<file path="src/rtl/uart_rx_ctrl_pkg.sv">
// -----------------------------------------------------------------------------
// uart_rx_ctrl_pkg
// Shared definitions for the UART receive controller.
//   rx_state_e       : controller FSM encoding (OFF/ARMED/FRAME/BREAK)
//   DEF_CLK_HZ       : nominal system clock
//   DEF_BIT_RATE     : nominal line rate
//   DEF_IDLE_CYCLES  : default end-of-frame timeout, about 10 bit times
//   DEF_CNT_W        : default idle counter width (holds DEF_IDLE_CYCLES)
// -----------------------------------------------------------------------------
package uart_rx_ctrl_pkg;

   typedef enum logic [1:0] {
      ST_OFF   = 2'b00,
      ST_ARMED = 2'b01,
      ST_FRAME = 2'b10,
      ST_BREAK = 2'b11
   } rx_state_e;

   localparam int unsigned DEF_CLK_HZ   = 100_000_000;
   localparam int unsigned DEF_BIT_RATE = 9600;

   // 10 bit times at the nominal rate, rounded up slightly past
   // DEF_CLK_HZ / DEF_BIT_RATE * 10 to leave margin for baud error.
   localparam int DEF_IDLE_CYCLES = 104170;
   localparam int DEF_CNT_W       = 20;

endpackage : uart_rx_ctrl_pkg

</file>
<file path="src/rtl/uart_rx_fifo.sv">
// -----------------------------------------------------------------------------
// uart_rx_fifo
// Small synchronous FIFO holding received bytes. The head entry is presented
// straight from the storage registers, so a pushed byte is visible the cycle
// after the push edge.
// Ports:
//   clk, resetn          : clock, asynchronous active-low reset
//   push_i, data_i       : write request and data (ignored when full unless
//                          a pop happens in the same cycle)
//   pop_i                : read request (ignored when empty)
//   data_o               : head entry
//   full_o, empty_o      : status
//   level_o              : occupancy, 0..DEPTH
// -----------------------------------------------------------------------------
module uart_rx_fifo #(
   parameter int DEPTH = 4,
   parameter int WIDTH = 8
) (
   input  logic                     clk,
   input  logic                     resetn,
   input  logic                     push_i,
   input  logic [WIDTH-1:0]         data_i,
   input  logic                     pop_i,
   output logic [WIDTH-1:0]         data_o,
   output logic                     full_o,
   output logic                     empty_o,
   output logic [$clog2(DEPTH):0]   level_o
);

   localparam int AW = $clog2(DEPTH);

   // Pointers carry one extra wrap bit so full and empty are distinguishable.
   logic [AW:0]       wr_ptr_q;
   logic [AW:0]       rd_ptr_q;
   logic [WIDTH-1:0]  mem_q [DEPTH];
   logic              do_push;
   logic              do_pop;

   assign empty_o = (wr_ptr_q == rd_ptr_q);
   assign full_o  = (wr_ptr_q[AW] != rd_ptr_q[AW]) &&
                    (wr_ptr_q[AW-1:0] == rd_ptr_q[AW-1:0]);
   assign level_o = wr_ptr_q - rd_ptr_q;
   assign data_o  = mem_q[rd_ptr_q[AW-1:0]];

   assign do_pop  = pop_i && !empty_o;
   // A pop frees the slot on the same edge, so a full FIFO can still accept.
   assign do_push = push_i && (!full_o || do_pop);

   always_ff @(posedge clk or negedge resetn) begin
      if (!resetn) begin
         wr_ptr_q <= '0;
         rd_ptr_q <= '0;
         for (int i = 0; i < DEPTH; i++) begin
            mem_q[i] <= '0;
         end
      end else begin
         if (do_push) begin
            mem_q[wr_ptr_q[AW-1:0]] <= data_i;
            wr_ptr_q                <= wr_ptr_q + 1'b1;
         end
         if (do_pop) begin
            rd_ptr_q <= rd_ptr_q + 1'b1;
         end
      end
   end

endmodule : uart_rx_fifo

</file>
<file path="src/rtl/uart_rx_ctrl.sv">
// -----------------------------------------------------------------------------
// uart_rx_ctrl
// Sequences a UART receiver: gates its enable, captures each byte once on the
// falling edge of the receiver's valid window, buffers bytes in a FIFO with a
// valid/ready head, and flags break, overflow and end-of-frame (idle timeout).
// Ports:
//   clk, resetn            : clock, asynchronous active-low reset
//   cfg_en                 : software receive enable
//   recv_en                : enable to the receiver
//   recv_valid/break/data  : receiver byte window, break flag, data
//   rx_valid/ready/data    : FIFO head handshake
//   rx_break               : one-cycle pulse on entering the break state
//   rx_eof                 : one-cycle pulse on idle timeout after a frame
//   rx_overflow, ovf_clr   : sticky drop flag and its clear (set wins)
//   rx_level               : FIFO occupancy
// Optional build macro UART_RX_CTRL_STATS_EN adds rx_byte_count (wrapping
// count of stored bytes) and rx_drop_count (saturating count of drops), both
// cleared by ovf_clr.
// -----------------------------------------------------------------------------
module uart_rx_ctrl
   import uart_rx_ctrl_pkg::*;
#(
   parameter int FIFO_DEPTH  = 4,
   parameter int IDLE_CYCLES = DEF_IDLE_CYCLES,
   parameter int CNT_W       = DEF_CNT_W
) (
   input  logic                           clk,
   input  logic                           resetn,
   input  logic                           cfg_en,
   output logic                           recv_en,
   input  logic                           recv_valid,
   input  logic                           recv_break,
   input  logic [7:0]                     recv_data,
   output logic                           rx_valid,
   input  logic                           rx_ready,
   output logic [7:0]                     rx_data,
   output logic                           rx_break,
   output logic                           rx_eof,
   output logic                           rx_overflow,
   input  logic                           ovf_clr,
   output logic [$clog2(FIFO_DEPTH):0]    rx_level
`ifdef UART_RX_CTRL_STATS_EN
   ,
   output logic [15:0]                    rx_byte_count,
   output logic [7:0]                     rx_drop_count
`endif
);

   rx_state_e         state_q, state_d;
   logic [CNT_W-1:0]  idle_cnt_q, idle_cnt_d;
   logic              recv_valid_q;
   logic              break_q;
   logic              rx_break_q;
   logic              rx_eof_q;
   logic              rx_overflow_q;

   logic              cap;
   logic              idle_done;
   logic              push;
   logic              enter_break;
   logic              eof_hit;
   logic              drop;
   logic              fifo_full;
   logic              fifo_empty;

   // The receiver holds valid for a whole stop bit; its falling edge marks the
   // one point where the byte is known stable, so capture exactly there.
   assign cap       = recv_valid_q && !recv_valid;
   assign idle_done = (idle_cnt_q == CNT_W'(IDLE_CYCLES - 1));

   always_comb begin
      state_d     = state_q;
      idle_cnt_d  = idle_cnt_q;
      push        = 1'b0;
      enter_break = 1'b0;
      eof_hit     = 1'b0;
      case (state_q)
         ST_OFF: begin
            idle_cnt_d = '0;
            if (cfg_en) begin
               state_d = ST_ARMED;
            end
         end
         ST_ARMED: begin
            idle_cnt_d = '0;
            if (cap) begin
               if (break_q) begin
                  state_d     = ST_BREAK;
                  enter_break = 1'b1;
               end else begin
                  state_d = ST_FRAME;
                  push    = 1'b1;
               end
            end
         end
         ST_FRAME: begin
            if (cap) begin
               idle_cnt_d = '0;
               if (break_q) begin
                  state_d     = ST_BREAK;
                  enter_break = 1'b1;
               end else begin
                  push = 1'b1;
               end
            end else if (idle_done) begin
               idle_cnt_d = '0;
               eof_hit    = 1'b1;
               state_d    = ST_ARMED;
            end else begin
               idle_cnt_d = idle_cnt_q + CNT_W'(1);
            end
         end
         ST_BREAK: begin
            // Line noise after a break is discarded but keeps the quiet
            // period from expiring.
            if (cap) begin
               idle_cnt_d = '0;
            end else if (idle_done) begin
               idle_cnt_d = '0;
               state_d    = ST_ARMED;
            end else begin
               idle_cnt_d = idle_cnt_q + CNT_W'(1);
            end
         end
         default: begin
            state_d    = ST_OFF;
            idle_cnt_d = '0;
         end
      endcase
      // Disabling wins over every transition, but a byte captured in this
      // same cycle has already been pushed above.
      if (!cfg_en) begin
         state_d = ST_OFF;
      end
   end

   // A full FIFO cannot pop unless the consumer is ready, so the drop test
   // only needs rx_ready.
   assign drop = push && fifo_full && !rx_ready;

   always_ff @(posedge clk or negedge resetn) begin
      if (!resetn) begin
         state_q       <= ST_OFF;
         idle_cnt_q    <= '0;
         recv_valid_q  <= 1'b0;
         break_q       <= 1'b0;
         rx_break_q    <= 1'b0;
         rx_eof_q      <= 1'b0;
         rx_overflow_q <= 1'b0;
      end else begin
         state_q      <= state_d;
         idle_cnt_q   <= idle_cnt_d;
         recv_valid_q <= recv_valid;
         break_q      <= recv_break;
         rx_break_q   <= enter_break;
         rx_eof_q     <= eof_hit;
         if (drop) begin
            rx_overflow_q <= 1'b1;
         end else if (ovf_clr) begin
            rx_overflow_q <= 1'b0;
         end
      end
   end

   uart_rx_fifo #(
      .DEPTH (FIFO_DEPTH),
      .WIDTH (8)
   ) u_fifo (
      .clk     (clk),
      .resetn  (resetn),
      .push_i  (push),
      .data_i  (recv_data),
      .pop_i   (rx_ready),
      .data_o  (rx_data),
      .full_o  (fifo_full),
      .empty_o (fifo_empty),
      .level_o (rx_level)
   );

   assign recv_en     = (state_q != ST_OFF);
   assign rx_valid    = !fifo_empty;
   assign rx_break    = rx_break_q;
   assign rx_eof      = rx_eof_q;
   assign rx_overflow = rx_overflow_q;

`ifdef UART_RX_CTRL_STATS_EN
   logic [15:0] byte_cnt_q;
   logic [7:0]  drop_cnt_q;
   logic        push_ok;

   assign push_ok = push && !drop;

   always_ff @(posedge clk or negedge resetn) begin
      if (!resetn) begin
         byte_cnt_q <= '0;
         drop_cnt_q <= '0;
      end else begin
         // A clear and a same-cycle event leave the count at that one event.
         byte_cnt_q <= (ovf_clr ? 16'd0 : byte_cnt_q) + {15'd0, push_ok};
         if (ovf_clr) begin
            drop_cnt_q <= {7'd0, drop};
         end else if (drop && (drop_cnt_q != 8'hFF)) begin
            drop_cnt_q <= drop_cnt_q + 8'd1;
         end
      end
   end

   assign rx_byte_count = byte_cnt_q;
   assign rx_drop_count = drop_cnt_q;
`endif

endmodule : uart_rx_ctrl

</file>
<file path="config.mk">
export PLATFORM = sky130hd
export DESIGN_NAME = uart_rx_ctrl
export DESIGN_NICKNAME = d
export VERILOG_FILES = /design/src/rtl/uart_rx_ctrl_pkg.sv /design/src/rtl/uart_rx_fifo.sv /design/src/rtl/uart_rx_ctrl.sv
export SDC_FILE = /design/constraint.sdc
export NUM_CORES = 1
export LEC_CHECK = 0
export CAP_MARGIN = 10
export CORE_MARGIN = 5
export CORE_UTILIZATION = 57
export CTS_CLUSTER_SIZE = 24
export DETAILED_ROUTE_END_ITERATION = 8
export PLACE_DENSITY_LB_ADDON = 0.25
export SLEW_MARGIN = 40
export SYNTH_ARGS = -nofsm -noshare
export SYNTH_HDL_FRONTEND = slang
export SYNTH_SLANG_ARGS = --single-unit
</file>
<file path="constraint.sdc">
create_clock -name clk -period 2.9 [get_ports clk]
set_input_delay 0.435 -clock clk [delete_from_list [all_inputs] [get_ports clk]]
set_output_delay 0.435 -clock clk [all_outputs]
set_load 0.03 [all_outputs]
</file>
* Yosys cells after proc, flatten, opt, wreduce, memory -nomap -nowiden
Index checks and enable logic that the tools add are counted.
** Storage, ports and cells
- Flip-flop bits (word level) :: 65
- Output and inout port bits :: 16
** Operators by class
- Add/sub/neg operators :: 4
- Order comparisons :: 3
- Eq/ne operators :: 10
- Multiplexer cells :: 28
- Bitwise logic cells :: 2
- Reduce and logical (&&, ||, !) cells :: 19
** Operators with widths (number)
- $mux W20 :: 2
- $pmux W20 S2 :: 1
- $bwmux W32 :: 1
- $mux W8 :: 3
- $add A20 B1 Y20 const B :: 1
- $eq A20 B17 Y1 const B :: 1
- $bmux W8 S2 :: 1
- $demux W8 S2 :: 1
- $mux W1 :: 12
- $mux W2 :: 6
- $pmux W2 S4 :: 1
- $logic_and A1 B1 Y1 :: 7
- $add A3 B1 Y3 const B :: 2
- $ge A3 B3 Y1 const B :: 2
- $ne A3 B3 Y1 const B :: 2
- $not A2 Y3 :: 2
- $reduce_or A2 Y1 :: 3
- $eq A2 B2 Y1 const B :: 2
- $logic_not A1 Y1 :: 4
- $ne A4 B4 Y1 const B :: 1
- $reduce_bool A2 Y1 :: 2
- $eq A3 B3 Y1 :: 1
- $lt A3 B1 Y1 const B :: 1
- $reduce_and A3 Y1 :: 1
- other kinds (6) :: 6

* Depth between registers and ports, before layout
- Depth after elaboration :: 7
- Depth in mapped cells :: 8
- Gate-level depth less buffers :: 6

* Modules after synthesis
From an unflattened synthesis, not the netlist that was laid out.
** Unflattened totals
- Cell total of the unflattened synthesis :: 263
- Area total of the unflattened synthesis :: 3334.4 sq um
** Modules (own cells, without submodules)
- uart_rx_fifo :: instances 1, cells an instance 117, area each 1883.1 sq um, sequential area each 950.9 sq um
- uart_rx_ctrl :: instances 1, cells an instance 146, area each 1451.4 sq um, sequential area each 675.6 sq um

* Least setup slack after synthesis
Ideal clock, no wire load.
- Path type :: reg2reg
- Start point :: register u_fifo.rd_ptr_q[1]
- End point :: register u_fifo.mem_q[0] (netlist bit)
- Setup time :: 0.125 ns
- Arrival time :: 2.118 ns
- Data required time :: 2.775 ns
- Slack :: 0.657 ns
- Cell stages (with the launch flop) :: 9
- Buffers on the path :: 2
- Period minus slack after synthesis :: 2.243 ns
- Cell sequence :: dfrtp_1 -> clkbuf_1 -> inv_1 -> ha_1 -> nand2_1 -> o31a_1 -> clkbuf_1 -> nand2_1 -> mux2_2
** Between the ends
- Word-level cells in the longest chain between the ends :: 5
** Ends and longest elaborated chain
- start: declaration :: line uart_rx_fifo.sv:34 : logic [AW:0] rd_ptr_q;
- start signal: assignment :: line uart_rx_fifo.sv:62 : rd_ptr_q <= rd_ptr_q + 1'b1;
- $eq A3 B3 Y1 / $eq A2 B2 Y1 (equally long branches) :: line uart_rx_fifo.sv:39, uart_rx_fifo.sv:41
- $logic_not A1 Y1 / $logic_and A1 B1 Y1 (equally long branches) :: line uart_rx_fifo.sv:45, uart_rx_fifo.sv:40
- $logic_and A1 B1 Y1 / $logic_not A1 Y1 (equally long branches) :: line uart_rx_fifo.sv:45, uart_rx_fifo.sv:47
- $logic_or A1 B1 Y1 * :: line uart_rx_fifo.sv:47 : assign do_push = push_i && (!full_o || do_pop);
- $logic_and A1 B1 Y1 * :: line uart_rx_fifo.sv:47
- end signal: indexed assignment :: line uart_rx_fifo.sv:58 : mem_q[wr_ptr_q[AW-1:0]] <= data_i;
- end: declaration :: line uart_rx_fifo.sv:35 : logic [WIDTH-1:0] mem_q [DEPTH];
Mark *: on every way between the ends. The rest lies on a longest branch, timed or not.
A chain may end at the register's enable or synchronous reset.

* Final worst setup path
- Start point :: register u_fifo.rd_ptr_q[1]
- End point :: output rx_level[2]
** Between the ends
- Word-level cells in the longest chain between the ends :: 1
** Ends and longest elaborated chain
- $sub A3 B3 Y3 :: line uart_rx_fifo.sv:42 : assign level_o = wr_ptr_q - rd_ptr_q;
- end: declaration :: line uart_rx_ctrl.sv:41 : output logic [$clog2(FIFO_DEPTH):0] rx_level
Every way passes these cells.

==> results.json <==
{
  "outcome": "complete, no violations",
  "crit_type": "reg2out",
  "setup_viol_count_final": 0,
  "finalHoldViolations": 0,
  "die_w_um": 84.88,
  "power.leakage_nw": 1.608,
  "cts_resized": 0,
  "ys_seq_elements": 65,
  "antenna_found_initial": 0,
  "maxSlewHeadroom_pct": 63.00,
  "cts.path.max_buffers": 2,
  "tightest_slew_ns": 0.5550,
  "synth.distinct_cells": 37,
  "fp.dieH_um": 84.88,
  "p_per_area_nw_per_um2": 926.1,
  "timing.critical_path.from": "u_fifo.rd_ptr_q[1]",
  "htreeDepth": 3,
  "wl_per_cell_um": 16.35,
  "path_cells": "fa_1 > xnor2_1 > clkdlybuf4s50_1",
  "layout_common_cells": "65 x dfrtp_1, 33 x mux2_2, 29 x clkdlybuf4s50_1",
  "antenna_cells": 0,
  "gp_congestion": 0.7763,
  "crit_path_end_kind": "primary output",
  "grt_max_degree": 35,
  "cts_tree": "built",
  "fin_nets": 327,
  "reg2reg_slack_ns": 0.44,
  "final.setup.tns_ns": 0,
  "cts_setup_buffers": 0,
  "synth_edf_count": 0,
  "finalCritPeriodShare_pct": 94.59,
  "path_buf_inv": 1,
  "synth_ff_type": "dfrtp_1",
  "num_rows": 27,
  "multi_input_area_um2": 1474,
  "worstSetupEndpoint": "rx_level[2]",
  "vias": 2143,
  "dieArea_um2": 7204,
  "drtIter0Drc": 110,
  "fin_crit_ns": 2.743,
  "detail_route.wirelength_um": 6116,
  "slew_viol_final": 0,
  "rsz0062_at_grt": "false",
  "path_clk_slew_ns": 0.07,
  "async_reset_ff_share_pct": 100.0,
  "clock.fmax_mhz": 364.5,
  "area_delta_synth_final_pct": 19.19,
  "max_stage_delay_ns": 0.69,
  "cts_root_buf": "clkbuf_8",
  "synth.yosys.warnings": 0,
  "grt_pass1_vias": 2160,
  "start_util_pct": 58.39,
  "numPortBuffers": 30,
  "fin_hold_ws_ns": 0.03670,
  "required_ns": 2.47,
  "grt_usage_pct": 18.90,
  "syn_area_per_cell_um2": 12.20,
  "power.total_mw": 3.527,
  "crit_family": "buffers and inverters",
  "hold_class": "in2async",
  "clk_latency_ns": 0.34,
  "maxCapViolCount": 0,
  "cts_hold_buffers": 0,
  "r2r-end": "u_fifo.mem_q[1]",
  "vdd.ir_drop.worst_uv": 740.1,
  "syn-num-nets": 291,
  "via_per_inst": 5.730,
  "regArea_um2": 1627,
  "synth-seq-area-share_pct": 50.90,
  "grt_pass1_wl_um": 10700,
  "rr_worst_depth": 6,
  "pin_count": 31,
  "cp_max_fo": 12,
  "cts.sinks": 65,
  "cpMaxStageDelayCell": "clkdlybuf4s50_1",
  "firstDrtPassIters": 4,
  "grt_overflow_total": 0,
  "syn_inst": 262,
  "core_area_um2": 5473,
  "final_common_cell": "dfrtp_1",
  "worstReg2RegStart": "state_q[0]",
  "ant_nets": 0,
  "drive_gt1_share_pct": 20.53,
  "drcViolationCount": 0,
  "clock-skew-final_ns": 0.008754,
  "numCtsBuffers": 9,
  "crit_cells": 3,
  "fillerInstances": 421,
  "synth_area_um2": 3196,
  "hpwlAfterDp_um": 4157,
  "arrival_ns": 2.31,
  "start_kind": "flop"
}
[metal layers]
metal / up-vias / routed length, µm / global-route usage [%]
li1: 1021 / - / -
met1: 1075 / 2804 / 25.74
met2: 41 / 2927 / 29.18
met3: 6 / 338 / 7.087
met4: 0 / 46 / 4.173
met5: - / 0 / 0
[logic make-up after synthesis]
logic type / Yosys count / share of synthesized area [%]
mux: 41 / 17.27
fa+ha+maj: 14 / 5.717
xor+xnor: 18 / 4.933
compound gates: 23 / 5.208
flops: 65 / 50.90
buf+inv: 27 / 3.210
simple gates: 74 / 12.77
[synthesized netlist by cell type (2+ instances only)]
cell type | n | area [µm²]
dfrtp_1 | 65 | 1627
mux2_2 | 33 | 371.6
inv_1 | 18 | 67.56
nor3_1 | 18 | 90.09
xnor2_1 | 16 | 140.1
nand2_1 | 15 | 56.30
ha_1 | 13 | 162.7
clkbuf_1 | 8 | 30.03
mux4_2 | 8 | 180.2
nand3_1 | 8 | 40.04
o21ai_0 | 7 | 35.03
a211oi_1 | 6 | 45.04
nor4_1 | 6 | 37.54
or3_1 | 6 | 37.54
nand4_1 | 5 | 31.28
nor2_1 | 5 | 18.77
or4_1 | 3 | 22.52
nor4bb_1 | 2 | 20.02
xor2_1 | 2 | 17.52
[power breakdown]
group	switching, mW	total, mW	internal, mW
registers	0.161	1.29	1.13
clock network	0.329	0.831	0.502
logic	0.711	1.41	0.694
[sequential cells by signal (all words and copies together), names as in the netlist]
signal / count
u_fifo.mem_q: 32
idle_cnt_q: 20
u_fifo.rd_ptr_q: 3
u_fifo.wr_ptr_q: 3
state_q: 2
break_q: 1
recv_valid_q: 1
rx_break: 1
rx_eof: 1
rx_overflow: 1
[stage by stage]
step           cell area [µm²]  utilization [%]  worst slack (ns)  std cells
4_1_cts                   3806            69.55            0.1430        374
3_3_place_gp              3596            65.71            0.4017        359
2_1_floorplan             3196                -            0.6574        262
6_report                  3809            69.59            0.1569        374
5_1_grt                   3809            69.59           0.04570        374
3_5_place_dp              3596            65.71            0.3592        359
[cell type report]
| class | count | area share, % |
|---|---|---|
| multi-input combinational | 170 | 38.70 |
| inverter | 18 | 1.774 |
| timing repair buffer | 34 | 8.936 |
| clock buffer | 12 | 3.811 |
| clock inverter | 3 | 1.708 |
| sequential | 65 | 42.71 |
| tap | 72 | 2.365 |
[worst min-delay path by stage]
stage                       startpoint                 end  slack (ns)  depth (start not counted)
global route                    resetn          state_q[1]        0.06                          1
floorplan                       resetn             break_q        0.14                          0
global placement    u_fifo.rd_ptr_q[2]  u_fifo.rd_ptr_q[2]        0.48                          1
detailed placement  u_fifo.wr_ptr_q[2]  u_fifo.wr_ptr_q[2]        0.49                          1
CTS                             resetn              rx_eof        0.18                          1
finish                          resetn      idle_cnt_q[10]        0.04                          1
Note: power is estimated with default switching activity, not from simulation.
